**config.mk**
```make
export PLATFORM = sky130hd
export DESIGN_NAME = fetch_sequencer
export DESIGN_NICKNAME = d
export VERILOG_FILES = /design/src/rtl/fetch_pkg.sv /design/src/rtl/fetch_sequencer_sat_counter.sv /design/src/rtl/fetch_sequencer.sv
export SDC_FILE = /design/constraint.sdc
export NUM_CORES = 1
export LEC_CHECK = 0
export ABC_AREA = 1
export CAP_MARGIN = 10
export CORE_ASPECT_RATIO = 1.5
export CORE_MARGIN = 4
export CORE_UTILIZATION = 53
export CTS_CLUSTER_SIZE = 30
export DETAILED_ROUTE_END_ITERATION = 10
export PLACE_DENSITY = 0.81
export SYNTH_ARGS = -nofsm -noshare
export SYNTH_HDL_FRONTEND = slang
export SYNTH_SLANG_ARGS = --single-unit
```
**constraint.sdc**
```tcl
create_clock -name f_clk -period 2.7 [get_ports f_clk]
set_clock_uncertainty 0.1 [all_clocks]
set_input_delay 0.81 -clock f_clk [delete_from_list [all_inputs] [get_ports f_clk]]
set_output_delay 0.81 -clock f_clk [all_outputs]
set_load 0.01 [all_outputs]
```
**src/rtl/fetch_pkg.sv**
```systemverilog
// fetch_pkg: shared state encoding and defaults for the fetch sequencer.
package fetch_pkg;
  typedef enum logic [1:0] {IDLE, FETCH, DONE} state_t;
  localparam int PC_W_DEF  = 8;
  localparam int CNT_W_DEF = 32;
  localparam int RESET_PC  = 0;
endpackage

```
**src/rtl/fetch_sequencer_sat_counter.sv**
```systemverilog
// sat_counter: clearable up-counter that sticks at its maximum value.
module sat_counter #(
  parameter int WIDTH = 32
) (
  input  logic             clk,
  input  logic             rst,
  input  logic             clr,
  input  logic             inc,
  output logic [WIDTH-1:0] count
);
  logic [WIDTH-1:0] count_q;
  always_ff @(posedge clk) begin
    if (rst || clr) count_q <= '0;
    else if (inc && count_q != '1) count_q <= count_q + WIDTH'(1);
  end
  assign count = count_q;
endmodule

```
**src/rtl/fetch_sequencer.sv**
```systemverilog
// fetch_sequencer: owns the PC and sequences instruction fetch from start to halt.
module fetch_sequencer
  import fetch_pkg::*;
#(
  parameter int PC_W  = PC_W_DEF,
  parameter int CNT_W = CNT_W_DEF
) (
  input  logic             f_clk,
  input  logic             reset,
  input  logic             start,
  input  logic [PC_W-1:0]  start_addr,
  input  logic             imem_ready,
  input  logic             halt,
  input  logic             branch,
  input  logic             taken,
  input  logic [PC_W-1:0]  target,
  output logic [PC_W-1:0]  pc_o,
  output logic             fetch_req,
  output logic             done,
  output logic [CNT_W-1:0] cycle_count,
  output logic [CNT_W-1:0] instr_count,
  output logic [CNT_W-1:0] stall_count
);
  state_t          state_q, state_d;
  logic [PC_W-1:0] pc_q, pc_d;
  logic            fetch, accept;
  assign fetch  = state_q == FETCH;
  assign accept = fetch && imem_ready;
  always_comb begin
    state_d = state_q;
    pc_d    = pc_q;
    if (start) begin
      state_d = FETCH;
      pc_d    = start_addr;
    end else if (accept) begin
      state_d = halt ? DONE : FETCH;
      pc_d    = halt ? pc_q : (branch && taken) ? target : pc_q + PC_W'(1);
    end
  end
  always_ff @(posedge f_clk) begin
    if (reset) begin
      state_q <= IDLE;
      pc_q    <= PC_W'(RESET_PC);
    end else begin
      state_q <= state_d;
      pc_q    <= pc_d;
    end
  end
  assign pc_o      = pc_q;
  assign fetch_req = fetch;
  assign done      = state_q == DONE;
  // Clear outranks increment, so a start in FETCH zeroes the counters.
  sat_counter #(.WIDTH(CNT_W)) u_cycle (
    .clk(f_clk), .rst(reset), .clr(start), .inc(fetch), .count(cycle_count)
  );
  sat_counter #(.WIDTH(CNT_W)) u_instr (
    .clk(f_clk), .rst(reset), .clr(start), .inc(accept), .count(instr_count)
  );
  sat_counter #(.WIDTH(CNT_W)) u_stall (
    .clk(f_clk), .rst(reset), .clr(start), .inc(fetch && !imem_ready), .count(stall_count)
  );
endmodule

```
==> flow_summary.yaml <==
global_routing:
  grt_pass1_vias: 6908
  grt_overflow: 0
  groute.layer.met3.usage: 0.0347
  grt_antenna_before_repair: 0
  met1_usage: 0.279
  grt_pass1_wl_mm: 30.8
  met2_usage: 0.458
  grt_max_degree: 48
  grt_busiest_layer: "met2"
  track_usage: 0.250
cells_and_area:
  antennaDiodeCount: 0
  area_growth_pct: 24.8
  final_nets: 1296
  fin_area_mm2: 0.00851
  layout-drive-gt1-share: 0.0487
setup_path:
  critPathBufInv: 3
  crit_path_frequent_cell: "inv_1"
  cp_data_arrival_time_ns: 1.66
  critPathMaxStageDelay_ns: 0.59
  path_cells: "inv_1 -> nand2_1 -> inv_1 -> clkdlybuf4s50_1"
  critPathKind: "reg2out"
  critPathCaptureType: "output pin"
  crit_fanout: 7
  worstSetupStartpointType: "flip-flop"
  path_delay_family: "buffers and inverters"
  worst_path_max_delay_cell: "clkdlybuf4s50_1"
  cp_data_required_time_ns: 1.79
clock_tree:
  cts_made_buffers: 9
  postCtsResizedCells: 0
  clk_latency_ns: 0.34
  cts_root_buffer: "clkbuf_16"
  cts.sinks: 106
  cts_hold_buf: 0
  clkTransAtPathRegs_ns: 0.07
  h-tree-depth: 3
  cts_tree: "built"
  postCtsSetupBuffers: 0
  clockBufferDepth: 2
routing:
  drt-vias-per-instance: 5.17
  ant_nets: 0
  drc_errors: 0
  drt-pass1-iter-count: 7
  initialDrtViolationCount: 221
  routed_wl_mm: 18.3
  routed-via-count: 7376
  routedWlPerCell_um: 12.8
power_and_ir_drop:
  power.static_leakage_nw: 2.88
  combPwrFrac: 0.078
  p_int_mw: 2.44
  power.share.clock: 0.419
  p_sw_mw: 0.729
  seq_power_share: 0.503
  swShare: 0.230
  pwr_density_cell_mw_per_mm2: 372
  peakVddDrop_v: 0.000287
synthesis:
  synthesis.area_mm2: 0.00682
  syn_nets: 1175
  synth_top_area_frac: 0.311
  netlist_instances: 1148
  yosysUniqueCellTypes: 30
  avgSynthCellArea_um2: 5.94
  synthTopCellsByArea: "dfxtp_1 31%, nand2_1 26%, nor2_1 11%"
  synth_top_cell_by_area: "dfxtp_1"
  yosysWarnings: 0
  yosysSeqAreaShare: 0.311
  ys_seq_elements: 106
floorplanning:
  initial_core_util: 0.545
  ioPinCount: 129
  die_y_um: 147
  rows: 50
  fp.dieW_um: 101
  die-area_mm2: 0.0148
  coreArea_mm2: 0.0125
place:
  place_congestion: 0.964
  port_buffers: 128
  dp_slack_ns: 0.197
  dpl.hpwl_mm: 14.1
  place_area_mm2: 0.00821
worst_hold_path:
  hp-class: "reg2reg"
timing:
  fin_setup_tns_ns: 0
  fin_crit_sh: 0.952
  worst_slew_pin_slew_ns: 0.549
  rsz0062_at_grt: "no"
  worst_slack_ns: 0.129
  slew_headroom: 0.633
  finalCriticalPeriod_ns: 2.57
  max_freq_ghz: 0.389
  slew_violations: 0
  hold_viol: 0
  fin_hold_ws_ns: 0.394
  setup_violations: 0
run:
  maxCapViolCount: 0
run_status:
  status: "completed"
[layer usage]
metal  share of wire  wire [µm]
met3           0.044        801
met2            0.52       9550
met1            0.40       7270
met5               0          0
met4           0.039        724
[final timing paths]
check | end | startpoint | slack [ns] | cells after the start
setup / recovery | fetch_req | state_q[1] | 0.13 | 4
setup reg to reg | u_cycle.count[11] | u_cycle.count[1] | 0.42 | 10
hold / removal | pc_o[7] | pc_o[7] | 0.39 | 2
hold reg to reg | pc_o[7] | pc_o[7] | 0.39 | 2
[placed cells by master (no fill, tap or decap), types with 3 or more instances in the layout]
master and n:
nand2_2 5, nor2_4 5, xor2_1 25, nand3_1 60
clkdlybuf4s50_1 128, xnor2_1 18, inv_1 88, nand2_4 5
nand2_1 464, nor2_1 197, nor3_1 3, ha_1 4
a21oi_1 75, buf_4 9, nor2_2 7, dfxtp_1 106
clkbuf_16 9, o21ai_0 19, a22oi_1 3, a21oi_2 10
nand4_1 14
[state kept, by name, indices dropped and copies added, names as in the netlist]
name / count
u_cycle.count: 32
u_stall.count: 32
pc_o: 8
u_instr.count: 32
state_q: 2
[power groups by stage]
stage | Combinational [mW] | Clock [mW] | Sequential, mW
4_1_cts | 0.249 | 1.36 | 1.59
6_report | 0.246 | 1.33 | 1.59
5_1_grt | 0.272 | 1.42 | 1.59
3_5_place_dp | 0.248 | 0 | 1.63
2_1_floorplan | 0.151 | 0 | 1.63
3_3_place_gp | 0.245 | 0 | 1.63
[worst register-to-register path, delay by kind of cell (launching register included)]
family | cells | cell delay, ns
simple gates | 6 | 0.92
flops | 1 | 0.45
buf+inv | 2 | 0.38
fa+ha+maj | 1 | 0.28
compound gates | 1 | 0.06
[layout make-up]
cell class | count | area (µm²)
clock inverter | 2 | 37.5
clock buffer | 12 | 256
timing repair buffer | 139 | 1390
fill | 1195 | 4010
tap | 156 | 195
inverter | 92 | 350
sequential | 106 | 2120
multi-input combinational | 921 | 4160
[metrics by stage]
stage                     cells  power, mW  utilization
final                      1428       3.16        0.680
after detailed placement   1414       1.88        0.656
after floorplan            1148       1.78            -
after global placement     1414       1.87        0.656
after CTS                  1428       3.20        0.680
after global routing       1428       3.29        0.680
[Yosys cell counts (all sizes together)]
| library cell | n |
|---|---|
| nand2 | 476 |
| nor2 | 209 |
| dfxtp | 106 |
| inv | 92 |
| a21oi | 85 |
| nand3 | 60 |
| xor2 | 25 |
| o21ai | 19 |
| xnor2 | 18 |
| buf | 15 |
| clkbuf | 14 |
| nand4 | 14 |
| ha | 4 |
| a22oi | 3 |
| nor3 | 3 |
| nand3b | 2 |
| o211ai | 1 |
| o21bai | 1 |
| or3 | 1 |
[logic make-up after synthesis]
family / after synthesis / share of synthesized area
adder cells (fa/ha/maj): 4 / 0.00734
buffers and inverters: 121 / 0.0789
AND/OR/NAND/NOR: 765 / 0.460
AO/OA/AOI/OAI: 109 / 0.0874
XOR/XNOR: 43 / 0.0553
flip-flops: 106 / 0.311
Power figures use the tool's default switching activity.
